`src/rtl/spinner_pkg.sv`:
```
// Shared types and helpers for the perimeter spinner: position encoding,
// segment bit indices and position-to-(digit, segment) mapping.
`timescale 1ns/1ps
package spinner_pkg;

    localparam int NUM_POS = 20;

    typedef logic [4:0] pos_t;

    // Bit indices into an active-low segment vector {G,F,E,D,C,B,A}.
    localparam int SEG_A = 0;
    localparam int SEG_B = 1;
    localparam int SEG_C = 2;
    localparam int SEG_D = 3;
    localparam int SEG_E = 4;
    localparam int SEG_F = 5;
    localparam int SEG_G = 6;
    localparam logic [6:0] SEG_OFF = 7'h7F;

    typedef struct packed {
        logic [2:0] digit;
        logic [2:0] seg;
    } seg_loc_t;

    function automatic seg_loc_t pos_to_seg(input pos_t p);
        seg_loc_t r;
        r.digit = 3'd0;
        r.seg   = 3'(SEG_A);
        if (p < 5'd8) begin
            r.digit = 3'd7 - p[2:0];
            r.seg   = 3'(SEG_A);
        end else if (p == 5'd8) begin
            r.digit = 3'd0;
            r.seg   = 3'(SEG_B);
        end else if (p == 5'd9) begin
            r.digit = 3'd0;
            r.seg   = 3'(SEG_C);
        end else if (p < 5'd18) begin
            r.digit = 3'(p - 5'd10);
            r.seg   = 3'(SEG_D);
        end else if (p == 5'd18) begin
            r.digit = 3'd7;
            r.seg   = 3'(SEG_E);
        end else begin
            r.digit = 3'd7;
            r.seg   = 3'(SEG_F);
        end
        return r;
    endfunction

    function automatic pos_t pos_wrap_inc(input pos_t p);
        return (p == 5'(NUM_POS - 1)) ? 5'd0 : p + 5'd1;
    endfunction

    function automatic pos_t pos_wrap_dec(input pos_t p);
        return (p == 5'd0) ? 5'(NUM_POS - 1) : p - 5'd1;
    endfunction

endpackage

```
`src/rtl/spinner_tick.sv`:
```
// Run-gated step prescaler: period is STEP_CYCLES >> speed (minimum 1);
// emits a one-cycle step pulse and clears on the same edge.
`timescale 1ns/1ps
module spinner_tick #(
    parameter int STEP_CYCLES = 25_000_000
) (
    input  logic       i_clk,
    input  logic       i_rst,
    input  logic       i_run,
    input  logic [2:0] i_speed,
    output logic       o_step
);

    localparam int CNT_W = (STEP_CYCLES > 1) ? $clog2(STEP_CYCLES) : 1;

    logic [CNT_W-1:0] r_cnt;
    logic [31:0]      w_period;
    logic             w_tc;

    always_comb begin
        w_period = 32'(STEP_CYCLES) >> i_speed;
        if (w_period == 32'd0) w_period = 32'd1;
        // >= rather than == so a faster speed never strands the count above the period
        w_tc = (32'(r_cnt) >= (w_period - 32'd1));
    end

    assign o_step = i_run && w_tc;

    always_ff @(posedge i_clk) begin
        if (i_rst) begin
            r_cnt <= '0;
        end else if (i_run) begin
            if (w_tc) r_cnt <= '0;
            else      r_cnt <= r_cnt + 1'b1;
        end
    end

endmodule

```
`src/rtl/spinner.sv`:
```
// Seven-segment perimeter "snake" demo. Optional status echo on LED is
// enabled by defining SPINNER_LED_STATUS_EN.
`timescale 1ns/1ps
module spinner
    import spinner_pkg::*;
#(
    parameter int STEP_CYCLES  = 25_000_000,
    parameter int REFRESH_BITS = 17
) (
    input  logic        CLK100MHZ,
    input  logic [15:0] SW,
    output logic [15:0] LED,
    output logic        CA,
    output logic        CB,
    output logic        CC,
    output logic        CD,
    output logic        CE,
    output logic        CF,
    output logic        CG,
    output logic        DP,
    output logic [7:0]  AN
);

    logic                    w_rst;
    logic                    w_run;
    logic                    w_ccw;
    logic [1:0]              w_tail;
    logic [2:0]              w_speed;
    logic                    w_step;
    logic [2:0]              w_digit;
    logic [6:0]              w_seg_n;
    logic                    w_unused;

    pos_t                    r_head;
    logic [REFRESH_BITS-1:0] r_scan;
    logic [7:0]              r_an;
    logic [6:0]              r_seg_n;
    logic [15:0]             r_led;

    assign w_rst    = SW[2];
    assign w_run    = SW[1];
    assign w_ccw    = SW[0];
    assign w_tail   = SW[4:3];
    assign w_speed  = SW[15:13];
    assign w_unused = &{1'b0, SW[12:5]};
    assign w_digit  = r_scan[REFRESH_BITS-1 -: 3];

    spinner_tick #(
        .STEP_CYCLES (STEP_CYCLES)
    ) u_tick (
        .i_clk   (CLK100MHZ),
        .i_rst   (w_rst),
        .i_run   (w_run),
        .i_speed (w_speed),
        .o_step  (w_step)
    );

    // Walk from the head backwards against the motion, lighting up to 4 taps.
    always_comb begin
        pos_t     w_tap;
        seg_loc_t w_loc;
        w_seg_n = SEG_OFF;
        w_tap   = r_head;
        w_loc   = '0;
        for (int k = 0; k < 4; k++) begin
            if (k <= int'(w_tail)) begin
                w_loc = pos_to_seg(w_tap);
                if (w_loc.digit == w_digit) w_seg_n[w_loc.seg] = 1'b0;
            end
            w_tap = w_ccw ? pos_wrap_inc(w_tap) : pos_wrap_dec(w_tap);
        end
    end

    always_ff @(posedge CLK100MHZ) begin
        if (w_rst) begin
            r_head  <= '0;
            r_scan  <= '0;
            r_an    <= 8'hFF;
            r_seg_n <= SEG_OFF;
            r_led   <= '0;
        end else begin
            if (w_step) r_head <= w_ccw ? pos_wrap_dec(r_head) : pos_wrap_inc(r_head);
            r_scan  <= r_scan + 1'b1;
            r_an    <= ~(8'd1 << w_digit);
            r_seg_n <= w_seg_n;
`ifdef SPINNER_LED_STATUS_EN
            r_led   <= {w_run, w_ccw, w_step, 6'b0, w_tail, r_head};
`else
            r_led   <= '0;
`endif
        end
    end

    assign AN  = r_an;
    assign CA  = r_seg_n[SEG_A];
    assign CB  = r_seg_n[SEG_B];
    assign CC  = r_seg_n[SEG_C];
    assign CD  = r_seg_n[SEG_D];
    assign CE  = r_seg_n[SEG_E];
    assign CF  = r_seg_n[SEG_F];
    assign CG  = r_seg_n[SEG_G];
    assign DP  = 1'b1;
    assign LED = r_led;

endmodule

```
`config.mk`:
```
export PLATFORM = sky130hd
export DESIGN_NAME = spinner
export DESIGN_NICKNAME = d
export VERILOG_FILES = /design/src/rtl/spinner_pkg.sv /design/src/rtl/spinner_tick.sv /design/src/rtl/spinner.sv
export SDC_FILE = /design/constraint.sdc
export NUM_CORES = 1
export LEC_CHECK = 0
export ABC_AREA = 1
export CORE_MARGIN = 2
export CORE_UTILIZATION = 59
export DETAILED_ROUTE_END_ITERATION = 10
export GPL_TIMING_DRIVEN = 0
export PLACE_DENSITY = 0.8
export SLEW_MARGIN = 20
export SYNTH_ARGS = -nofsm -noshare
export SYNTH_HDL_FRONTEND = slang
export SYNTH_HIERARCHICAL = 1
export SYNTH_SLANG_ARGS = --single-unit
```
`constraint.sdc`:
```
create_clock -name CLK100MHZ -period 6.2 [get_ports CLK100MHZ]
set_input_delay 1.55 -clock CLK100MHZ [delete_from_list [all_inputs] [get_ports CLK100MHZ]]
set_output_delay 1.55 -clock CLK100MHZ [all_outputs]
set_load 0.01 [all_outputs]
```
Word-level counts from Yosys, hierarchy flattened
Cells that the tools add are included.
{"block": "word_totals", "regBits": 62, "output_inout_bits": 32}
{"block": "classes", "addsub": 17, "magnitude_cmp": 20, "n_eq_ne": 19, "shifts": 2, "mux": 50, "bitwise_logic": 8, "n_reduce_logical": 9}
{"operator": "6-bit 2-to-1 mux", "n": 19}
{"operator": "5-bit 2-to-1 mux", "n": 10}
{"operator": "7-bit 2-to-1 mux", "n": 7}
{"operator": "5-bit by 4-bit == test with 1-bit output (second input constant)", "n": 8}
{"operator": "5-bit == test (second input constant)", "n": 7}
{"operator": "25-bit by 32-bit greater-or-equal comparator with 1-bit output", "n": 1}
{"operator": "32-bit logical NOT", "n": 1}
{"operator": "32-bit 2-to-1 mux", "n": 1}
{"operator": "25-bit by 3-bit right shift with 32-bit output (first input constant)", "n": 1}
{"operator": "32-bit by 1-bit subtractor with 32-bit output (second input constant)", "n": 1}
{"operator": "7-bit inverter", "n": 4}
{"operator": "25-bit by 1-bit adder with 25-bit output (second input constant)", "n": 1}
{"operator": "25-bit 2-to-1 mux", "n": 1}
{"operator": "7-bit AND", "n": 3}
{"operator": "5-bit by 4-bit < comparator with 1-bit output (second input constant)", "n": 4}
{"operator": "5-bit < comparator (second input constant)", "n": 4}
{"operator": "17-bit by 1-bit adder with 17-bit output (second input constant)", "n": 1}
{"operator": "3-bit by 4-bit < comparator with 1-bit output (second input constant)", "n": 4}
{"operator": "5-bit by 1-bit adder with 5-bit output (second input constant)", "n": 3}
{"operator": "5-bit logical NOT", "n": 3}
{"operator": "5-bit by 1-bit subtractor with 5-bit output (second input constant)", "n": 3}
{"operator": "1-bit demux with 3-bit select", "n": 4}
{"operator": "3-bit == test", "n": 4}
{"operator": "3-bit by 1-bit greater-or-equal comparator with 1-bit output (second input constant)", "n": 4}
{"operator": "other kinds (8)", "n": 26}

Longest topological paths before layout
Gate-level depths: netlist (run 1).
{"block": "depth", "word_depth": 24, "ltp_mapped": 37, "mapped_depth_nobuf": 37}

By module
The synthesis (run 1) kept the hierarchy.
{"mod": "spinner", "n_inst": 1, "cells_per_inst": 559, "area_per_inst_um2": 3559.7, "seq_area_each_um2": 740.7}
{"mod": "spinner_tick", "n_inst": 1, "cells_per_inst": 309, "area_per_inst_um2": 2037.0, "seq_area_each_um2": 500.5}

Least setup slack after synthesis (run 1)
OpenSTA, ideal clock, no wires.
{"block": "synth_path", "kind": "input to register", "start": "input SW[0]", "end": "register r_seg_n[1]", "t_arrival_ns": 4.969, "t_required_ns": 6.075, "slack_ns": 1.105, "cell_stages": 29, "cell_sequence": "buf_2 -> buf_2 -> o21ai_0 -> inv_1 -> ha_1 -> inv_1 -> nor2_1 -> nand3_2 -> nand2_1 -> inv_1 -> o22ai_1 -> inv_1 -> ha_1 -> inv_1 -> nor2_2 -> nand3_2 -> nand2_1 -> nand2_1 -> inv_1 -> ha_1 -> nand3_1 -> nand2_4 -> nand3_1 -> nand3_1 -> nand2_1 -> nor2_4 -> nand3_1 -> nand2_1 -> nand2_1"}
{"block": "synth_via", "elab_chain_cells": 22}
{"item": "start: declaration", "line": "spinner.sv:11", "text": "input logic [15:0] SW,"}
{"item": "parallel branches: the longest is 21 deep, another holds 5-bit by 1-bit subtractor with 5-bit output"}
{"item": "7-bit 2-to-1 mux *", "line": "spinner.sv:66", "text": "if (k <= int'(w_tail)) begin"}
{"item": "end signal: assignment", "line": "spinner.sv:85", "text": "r_seg_n <= w_seg_n;"}
{"item": "end: declaration", "line": "spinner.sv:37", "text": "logic [6:0] r_seg_n;"}
Every way passes the cells marked *. The select of a mux whose other input is x is not followed.
A chain may end at the register's enable or synchronous reset.

Worst setup path in the final report (run 1)
{"block": "layout_path", "start": "input SW[0]", "end": "register r_seg_n[3]"}
The elaborated chain is that of the path after synthesis.

==> results of run 1 <==
[worst max-delay path: cells and delay by family]
| kind | cells | cell delay [ns] |
|---|---|---|
| AND/OR/NAND/NOR | 16 | 1.62 |
| buffers and inverters | 8 | 1.12 |
| AO/OA/AOI/OAI | 2 | 0.79 |
| adder cells (fa/ha/maj) | 3 | 0.64 |
[power breakdown]
group          switching (mW)  internal, mW
Sequential            0.00314         0.402
Combinational           0.154        0.0803
Clock                   0.169         0.158
Total                   0.326         0.640
[registers in the layout, indices dropped and copies added, names as in the netlist]
| name | cells |
|---|---|
| AN | 8 |
| r_head | 5 |
| r_scan | 17 |
| r_seg_n | 7 |
| u_tick/r_cnt | 25 |
[final cells by class]
cell class | instances | area [µm²] | area share (%)
buffer | 32 | 198 | 3.18
clock buffer | 10 | 138 | 2.21
clock inverter | 6 | 45.0 | 0.724
inverter | 113 | 427 | 6.86
multi-input combinational | 677 | 3790 | 60.9
sequential | 62 | 1240 | 20.0
tap | 129 | 161 | 2.59
timing repair buffer | 22 | 220 | 3.54
[kinds of logic (layout without fill, tap and decap cells)]
family	Yosys count	after routing
flops	62	62
other cells	2	18
mux	1	1
buf+inv	145	183
simple gates	488	488
xor+xnor	27	27
compound gates	90	90
fa+ha+maj	53	53
[final timing paths]
kind	slack [ns]	cells past startpoint	end	from
min reg2reg	0.46	1	r_scan[0]	r_scan[0]
max reg2reg	1.08	33	r_seg_n[3]	r_head[0]
min	0.46	1	r_scan[0]	r_scan[0]
max	0.68	29	r_seg_n[3]	SW[0]
[layout by cell type, fill, tap and decap left out, types with 4 or more instances in the layout]
cell type,count
a21oi_1,28
buf_2,8
buf_4,18
clkbuf_1,6
clkbuf_8,10
clkdlybuf4s50_1,22
conb_1,18
dfxtp_1,62
ha_1,53
inv_1,97
inv_2,15
nand2_1,230
nand2_2,10
nand2_4,7
nand3_1,61
nand3_2,12
nand4_1,20
nor2_1,103
nor2_2,11
nor2_4,4
nor3_1,14
nor3_2,5
o211ai_1,6
o21ai_0,29
o21bai_1,8
xor2_1,25
[per-stage QoR]
stage / hold slack [ns] / cells / total power [mW] / instance area (µm²)
after floorplan: 0.418 / 884 / 0.597 / 5660
after global placement: 0.429 / 1035 / 0.638 / 6040
after detailed placement: 0.447 / 1035 / 0.646 / 6040
after CTS: 0.465 / 1051 / 0.972 / 6220
after global routing: 0.479 / 1051 / 1.02 / 6220
final: 0.458 / 1051 / 0.967 / 6220
[layer usage]
layer	global-route usage (%)	vias up
met4	6.86	0
met5	0	-
li1	-	2862
met2	45.3	154
met1	33.0	2546
met3	5.04	14
==> metrics.md, run 1 <==
| Metric | Value |
|---|---|
| Max Slew Vio Count | `0` |
| Period utilization | `89.0%` |
| Peak supply drop | `0.128 mV` |
| Unrepaired setup endpoints after global routing | `no` |
| Clk sinks | `62` |
| CTS Buf Count | `9` |
| Vias/cell | `5.31` |
| Initial core utilization | `60.6%` |
| Post-route ant nets | `0` |
| Pre-CTS setup slack | `0.333 ns` |
| Mux cell area share after synthesis | `0.179%` |
| Biggest area consumer among synthesized cells | `dfxtp_1` |
| Core area | `9240 µm²` |
| Required time of the worst setup path | `6.41 ns` |
| CP max stage cell | `o21ai_0` |
| Met2 WL | `6.24 mm` |
| Post-synthesis adder-cell area fraction | `11.8%` |
| Max-cap viol count | `0` |
| Num ports | `49` |
| Worst Hold Class | `reg -> reg` |
| Compound-cell area share of the yosys netlist | `9.68%` |
| # DRC | `0` |
| Die footprint | `10300 µm²` |
| Type of origin of the critical path | `input port` |
| Clk_lat worst skew | `0.34 ns` |
| Iter 0 DRT Violations | `276` |
| Ys Warns | `6` |
| Worst-margin pin slew | `0.776 ns` |
| Vias post-DR | `5576` |
| Core Util, Final | `67.3%` |
| Crit Path Max Fanout | `10` |
| Synth top area share | `22.2%` |
| Total Routing Usage GR | `26.0%` |
| Simple-Gate Fraction of Synth Area | `40.6%` |
| Slew headroom | `47.7%` |
| Die width | `101 µm` |
| Crit. End Element | `flop` |
| # resized after CTS | `0` |
| Outcome | `finished, final reports clean` |
| Main area contributors after synthesis | `dfxtp_1 (22%), nand2_1 (15%), ha_1 (12%), nor2_1 (6.9%), inv_1 (6.5%)` |
| Setup violations, final | `0` |
| Seq/Total Area, Yosys | `22.2%` |
| CTS root buf | `clkbuf_8` |
| Leakage | `3.05 nW` |
| Worst setup margin | `0.679 ns` |
| Avg WL per Cell | `12.3 µm` |
| Setup Skew | `0.0120 ns` |
| Gp weighted congestion | `0.904` |
| Post-Synth XOR/XNOR Area | `4.23%` |
| Pre-antenna DRT Iters | `5` |
| Ys async rst share | `0%` |
| Max clock buf depth | `2` |
| Clk slew on worst S/H paths | `0.08 ns` |
| Mapped Cells | `868` |
| Area grow syn2layout | `11.2%` |
| Peak Freq | `0.181 GHz` |
| Fillers | `836` |
| WL met3 | `559 µm` |
| Initial antenna violation count | `0` |
| Most used DFF post-synth | `dfxtp_1` |
| Antenna diodes | `0` |
| CTS tree | `done` |
| Worst EP arrival | `5.73 ns` |
| Count leader, synth | `nand2_1` |
| Final Hold Vio Count | `0` |
| Synth Area per Inst | `6.45 µm²` |
| Largest family of logic cells by synthesized area | `simple AND/OR/NAND/NOR gates` |
| Final Critical Period | `5.52 ns` |
| Port Buf Inserts | `22` |
| First-pass GRT wire length | `21.9 mm` |
| Hold bufs inserted after CTS | `0` |
| Share of cells above drive strength 1 | `12.5%` |
| Final #Nets | `987` |
| Power per cell area | `155 nW/µm²` |
| Mapped cell area | `5600 µm²` |
| Setup Crit Path Kind | `in -> reg` |
| Number of global-route vias before repair | `5118` |
| Grt ovf | `0` |
| Dpl hpwl | `10.3 mm` |
| Die height | `101 µm` |
| Commonest cells post-synth | `nand2_1 (230), nor2_1 (103), inv_1 (97)` |
| Seq cells post-synth | `62` |
| Worst stage delay on the critical path | `0.65 ns` |
| # Post-CTS Setup Buffers | `0` |
| Largest net degree at the start of global routing | `13` |
| Post-synth EDFFs | `0` |
| Max H-tree Level | `3` |
| Setup TNS | `0 ns` |
| M1 WL | `5.97 mm` |
| Max Used Layer | `met4` |
| Final WL | `12.9 mm` |
| FP Rows | `35` |
| Netlist cell types | `43` |
(Power assumes the default switching activity.)
==> run 2: changes to the inputs <==
Settings changed: TNS_END_PERCENT from default to 30.
==> results of run 2 <==
Final layout, timing and power as in run 1 (identical DEF).
==> run 3: changes to the inputs <==
Settings changed: ABC_AREA 1 to default, CORE_UTILIZATION 59 to 60, CTS_BUF_LIST from default to sky130_fd_sc_hd__clkbuf_4 sky130_fd_sc_hd__clkbuf_8, PLACE_DENSITY 0.8 to 0.81.
==> run 3 against run 2 <==
Compared with the run above:
- core utilization rose by 1.2 points
- die area decreased by 0.72%
- critical endpoint unchanged
- combinational power shrank 17%
- critical path type unchanged
==> metrics.md, run 3 <==
| Metric | Value |
|---|---|
| Core Util, Final | `68.5% (was 67.3%)` |
| Antenna diodes | `0 (unchanged)` |
| Cell count after placement | `873 (was 1035)` |
| Seq pwr share | `44.2% (was 41.9%)` |
| Crit Path Max Fanout | `10 (unchanged)` |
| Synth top area share | `22.0% (was 22.2%)` |
| Most used DFF post-synth | `dfxtp_1 (unchanged)` |
| Total Routing Usage GR | `29.5% (was 26.0%)` |
| Setup Skew | `0.00685 ns (was 0.0120 ns)` |
| Grt ovf | `0 (unchanged)` |
| Final WL | `14.6 mm (was 12.9 mm)` |
| Die footprint | `10200 µm² (was 10300 µm²)` |
| Area grow syn2layout | `11.6% (was 11.2%)` |
| FP Rows | `35 (unchanged)` |
| Worst Hold Class | `reg -> reg (unchanged)` |
| Pre-antenna DRT Iters | `5 (unchanged)` |
| Slew headroom | `46.6% (was 47.7%)` |
| Seq cells post-synth | `62 (unchanged)` |
| Max clock buf depth | `2 (unchanged)` |
| First-pass GRT wire length | `24.3 mm (was 21.9 mm)` |
| Outcome | `finished, final reports clean (unchanged)` |
| Share of cells above drive strength 1 | `12.7% (was 12.5%)` |
| Peak supply drop | `0.142 mV (was 0.128 mV)` |
| Max H-tree Level | `3 (unchanged)` |
| Cell Chain, Critical Path | `clkbuf_2 -> buf_6 -> buf_4 -> nand2_1 -> o22a_4 -> ha_1 -> clkbuf_1 -> a31oi_1 -> o21a_1 -> ha_2 -> and3_1 -> buf_2 -> a211oi_1 -> or2_2 -> ha_1 -> nand4_1 -> nor2_1 -> or3_1 -> a2111oi_4 -> a22oi_1` |
| Sw Pwr | `289 µW (was 326 µW)` |
| Final #Nets | `845 (was 987)` |
| Max reg flops | `25 (unchanged)` |
| Largest net degree at the start of global routing | `13 (unchanged)` |
| Max Slew Vio Count | `0 (unchanged)` |
| Die height | `101 µm (about the same)` |
| Min Hold Slack | `0.449 ns (was 0.458 ns)` |
| Clk_lat worst skew | `0.35 ns (was 0.34 ns)` |
| Clock share of power | `34.5% (was 33.9%)` |
| Fillers | `767 (was 836)` |
| Count leader, synth | `nor2_1 (was nand2_1)` |
| Internal Power | `625 µW (was 640 µW)` |
| Num ports | `49 (unchanged)` |
| Most frequent CP cell | `ha_1` |
| Gp weighted congestion | `0.963 (was 0.904)` |
| # DRC | `0 (unchanged)` |
| Main area contributors after synthesis | `dfxtp_1 (22%), ha_1 (12%), nor2_1 (5.6%), xor2_1 (4.3%), nand2_1 (4.2%) (was dfxtp_1 (22%), nand2_1 (15%), ha_1 (12%), nor2_1 (6.9%), inv_1 (6.5%))` |
| Core area | `9200 µm² (was 9240 µm²)` |
| Final Critical Period | `5.90 ns (was 5.52 ns)` |
| Worst stage delay on the critical path | `0.50 ns (was 0.65 ns)` |
| Peak Freq | `0.169 GHz (was 0.181 GHz)` |
| Logic pwr share | `21.2% (was 24.2%)` |
| Dpl hpwl | `11.0 mm (was 10.3 mm)` |
| Worst EP arrival | `6.11 ns (was 5.73 ns)` |
| Footprint of the multi-input gates | `4040 µm² (was 3790 µm²)` |
| Post-synth EDFFs | `0 (unchanged)` |
| Iter 0 DRT Violations | `349 (was 276)` |
| Seq/Total Area, Yosys | `22.0% (was 22.2%)` |
| DP Area | `6050 µm² (was 6040 µm²)` |
| CTS root buf | `clkbuf_8 (unchanged)` |
| Die width | `101 µm (about the same)` |
| Sequential Area | `1240 µm² (unchanged)` |
| Crit. End Element | `flop (unchanged)` |
| CTS tree | `done (unchanged)` |
| Synth Area per Inst | `7.78 µm² (was 6.45 µm²)` |
| Vias post-DR | `5487 (was 5576)` |
| Clk slew on worst S/H paths | `0.07 ns (was 0.08 ns)` |
| Most common cell after layout, fill and taps aside | `nor2_1 (was nand2_1)` |
| CTS Buf Count | `9 (unchanged)` |
| Port Buf Inserts | `20 (was 22)` |
| Commonest cells post-synth | `nor2_1 (84), nand2_1 (63), dfxtp_1 (62) (was nand2_1 (230), nor2_1 (103), inv_1 (97))` |
| Setup Crit Path Kind | `in -> reg (unchanged)` |
| Required time of the worst setup path | `6.41 ns (about the same)` |
| Hold Path Cell Cnt | `1 (unchanged)` |
| Total power draw | `914 µW (was 967 µW)` |
| Most frequent cells in the layout | `nor2_1 (84), nand2_1 (63), dfxtp_1 (62) (was nand2_1 (230), nor2_1 (103), inv_1 (97))` |
| Leakage | `2.56 nW (was 3.05 nW)` |
| Final Non-Filler Cells | `891 (was 1051)` |
| Mapped Cells | `726 (was 868)` |
| Mapped cell area | `5650 µm² (was 5600 µm²)` |
| Clk sinks | `62 (unchanged)` |
| Top reg by flops | `u_tick/r_cnt (unchanged)` |
| Biggest area consumer among synthesized cells | `dfxtp_1 (unchanged)` |
| Post-route ant nets | `0 (unchanged)` |
| CP max stage cell | `a2111oi_4 (was o21ai_0)` |
| Avg WL per Cell | `16.4 µm (was 12.3 µm)` |
| Initial antenna violation count | `0 (unchanged)` |
| Final Hold Vio Count | `0 (unchanged)` |
| Netlist cell types | `89 (was 43)` |
| Final non-filler cell area | `6300 µm² (was 6220 µm²)` |
| Power per cell area | `145 nW/µm² (was 155 nW/µm²)` |
| Number of global-route vias before repair | `5252 (was 5118)` |
| Period utilization | `95.2% (was 89.0%)` |
| Type of origin of the critical path | `input port (unchanged)` |
| Vias/cell | `6.16 (was 5.31)` |
| Max-cap viol count | `0 (unchanged)` |
| Worst-margin pin slew | `0.790 ns (was 0.776 ns)` |
| Ys Warns | `6 (unchanged)` |
| Switching Share | `31.6% (was 33.8%)` |
| Reg2reg path depth | `25 (was 33)` |
| Initial core utilization | `61.4% (was 60.6%)` |
| Ys async rst share | `0% (unchanged)` |
| Setup violations, final | `0 (unchanged)` |
-- run 3: cell types whose count changed in the layout (fill, tap and decap cells not counted), sizes merged, moves of 11 or more --
cell | previous run | this run
and2 | 0 | 11
buf | 26 | 40
inv | 114 | 36
nand2 | 247 | 64
nand3 | 75 | 36
nor2 | 118 | 86
xnor2 | 2 | 23
-- run 3: layout make-up --
class                           count  share of cell area (%)
Buffer                             54                    5.56
Clock buffer                        9                    1.97
Clock inverter                      7                   0.794
Inverter                           35                    2.08
Multi-Input combinational cell    590                    64.2
Sequential cell                    62                    19.7
Tap cell                          111                    2.20
Timing Repair Buffer               23                    3.53
-- run 3: worst max-delay path, delay by kind of cell --
family          cells  cell delay, ns
buf+inv             5            0.99
compound gates      6            1.59
fa+ha+maj           3            0.73
simple gates        6            1.24
-- run 3: stage by stage --
step	TNS, ns	worst slack [ns]
floorplan	0	0.0294
global placement	-7.08	-1.25
detailed placement	-7.78	-1.38
CTS	0	0.0436
global route	-0.0207	-0.0112
finish	0	0.299
-- run 3: worst paths after layout --
kind / from / end / slack, ns
setup reg to reg: r_head[0] / r_seg_n[3] / 0.55
hold reg to reg: r_scan[0] / r_scan[0] / 0.45
setup / recovery: SW[0] / r_seg_n[3] / 0.30
hold / removal: r_scan[0] / r_scan[0] / 0.45
-- run 3: power groups by stage --
stage | logic, mW | clock network, mW | registers, mW
after floorplan | 0.143 | 0 | 0.414
after global placement | 0.179 | 0 | 0.413
after detailed placement | 0.183 | 0 | 0.413
after CTS | 0.188 | 0.322 | 0.404
after global routing | 0.215 | 0.343 | 0.404
final | 0.194 | 0.315 | 0.404
-- run 3: cells by family (layout without fill, tap and decap cells) --
family | count (synthesis) | after routing | share of synthesized area [%]
XOR/XNOR | 52 | 52 | 8.20
AND/OR/NAND/NOR | 282 | 282 | 25.5
other | 2 | 18 | 0.133
buffers and inverters | 90 | 128 | 8.39
adder cells (fa/ha/maj) | 53 | 53 | 11.7
AO/OA/AOI/OAI | 180 | 180 | 23.2
multiplexers | 5 | 5 | 0.886
flip-flops | 62 | 62 | 22.0
-- run 3: repair_timing --
item                                   in CTS  in global routing
setup endpoints to repair                   6                  6
pin swaps                                   2                  1
hold buffers                                0                  0
endpoints found under the hold margin       0                  0
gates resized for setup                     7                 12
buffers inserted                            3                  0
-- run 3: per-layer routing --
layer / GRT usage [%] / part of all wire [%] / vias up
li1: - / - / 2684
met4: 12.1 / 2.7 / 0
met5: 0 / 0 / -
met3: 7.07 / 6.9 / 40
met1: 37.9 / 43 / 2564
met2: 47.6 / 47 / 199
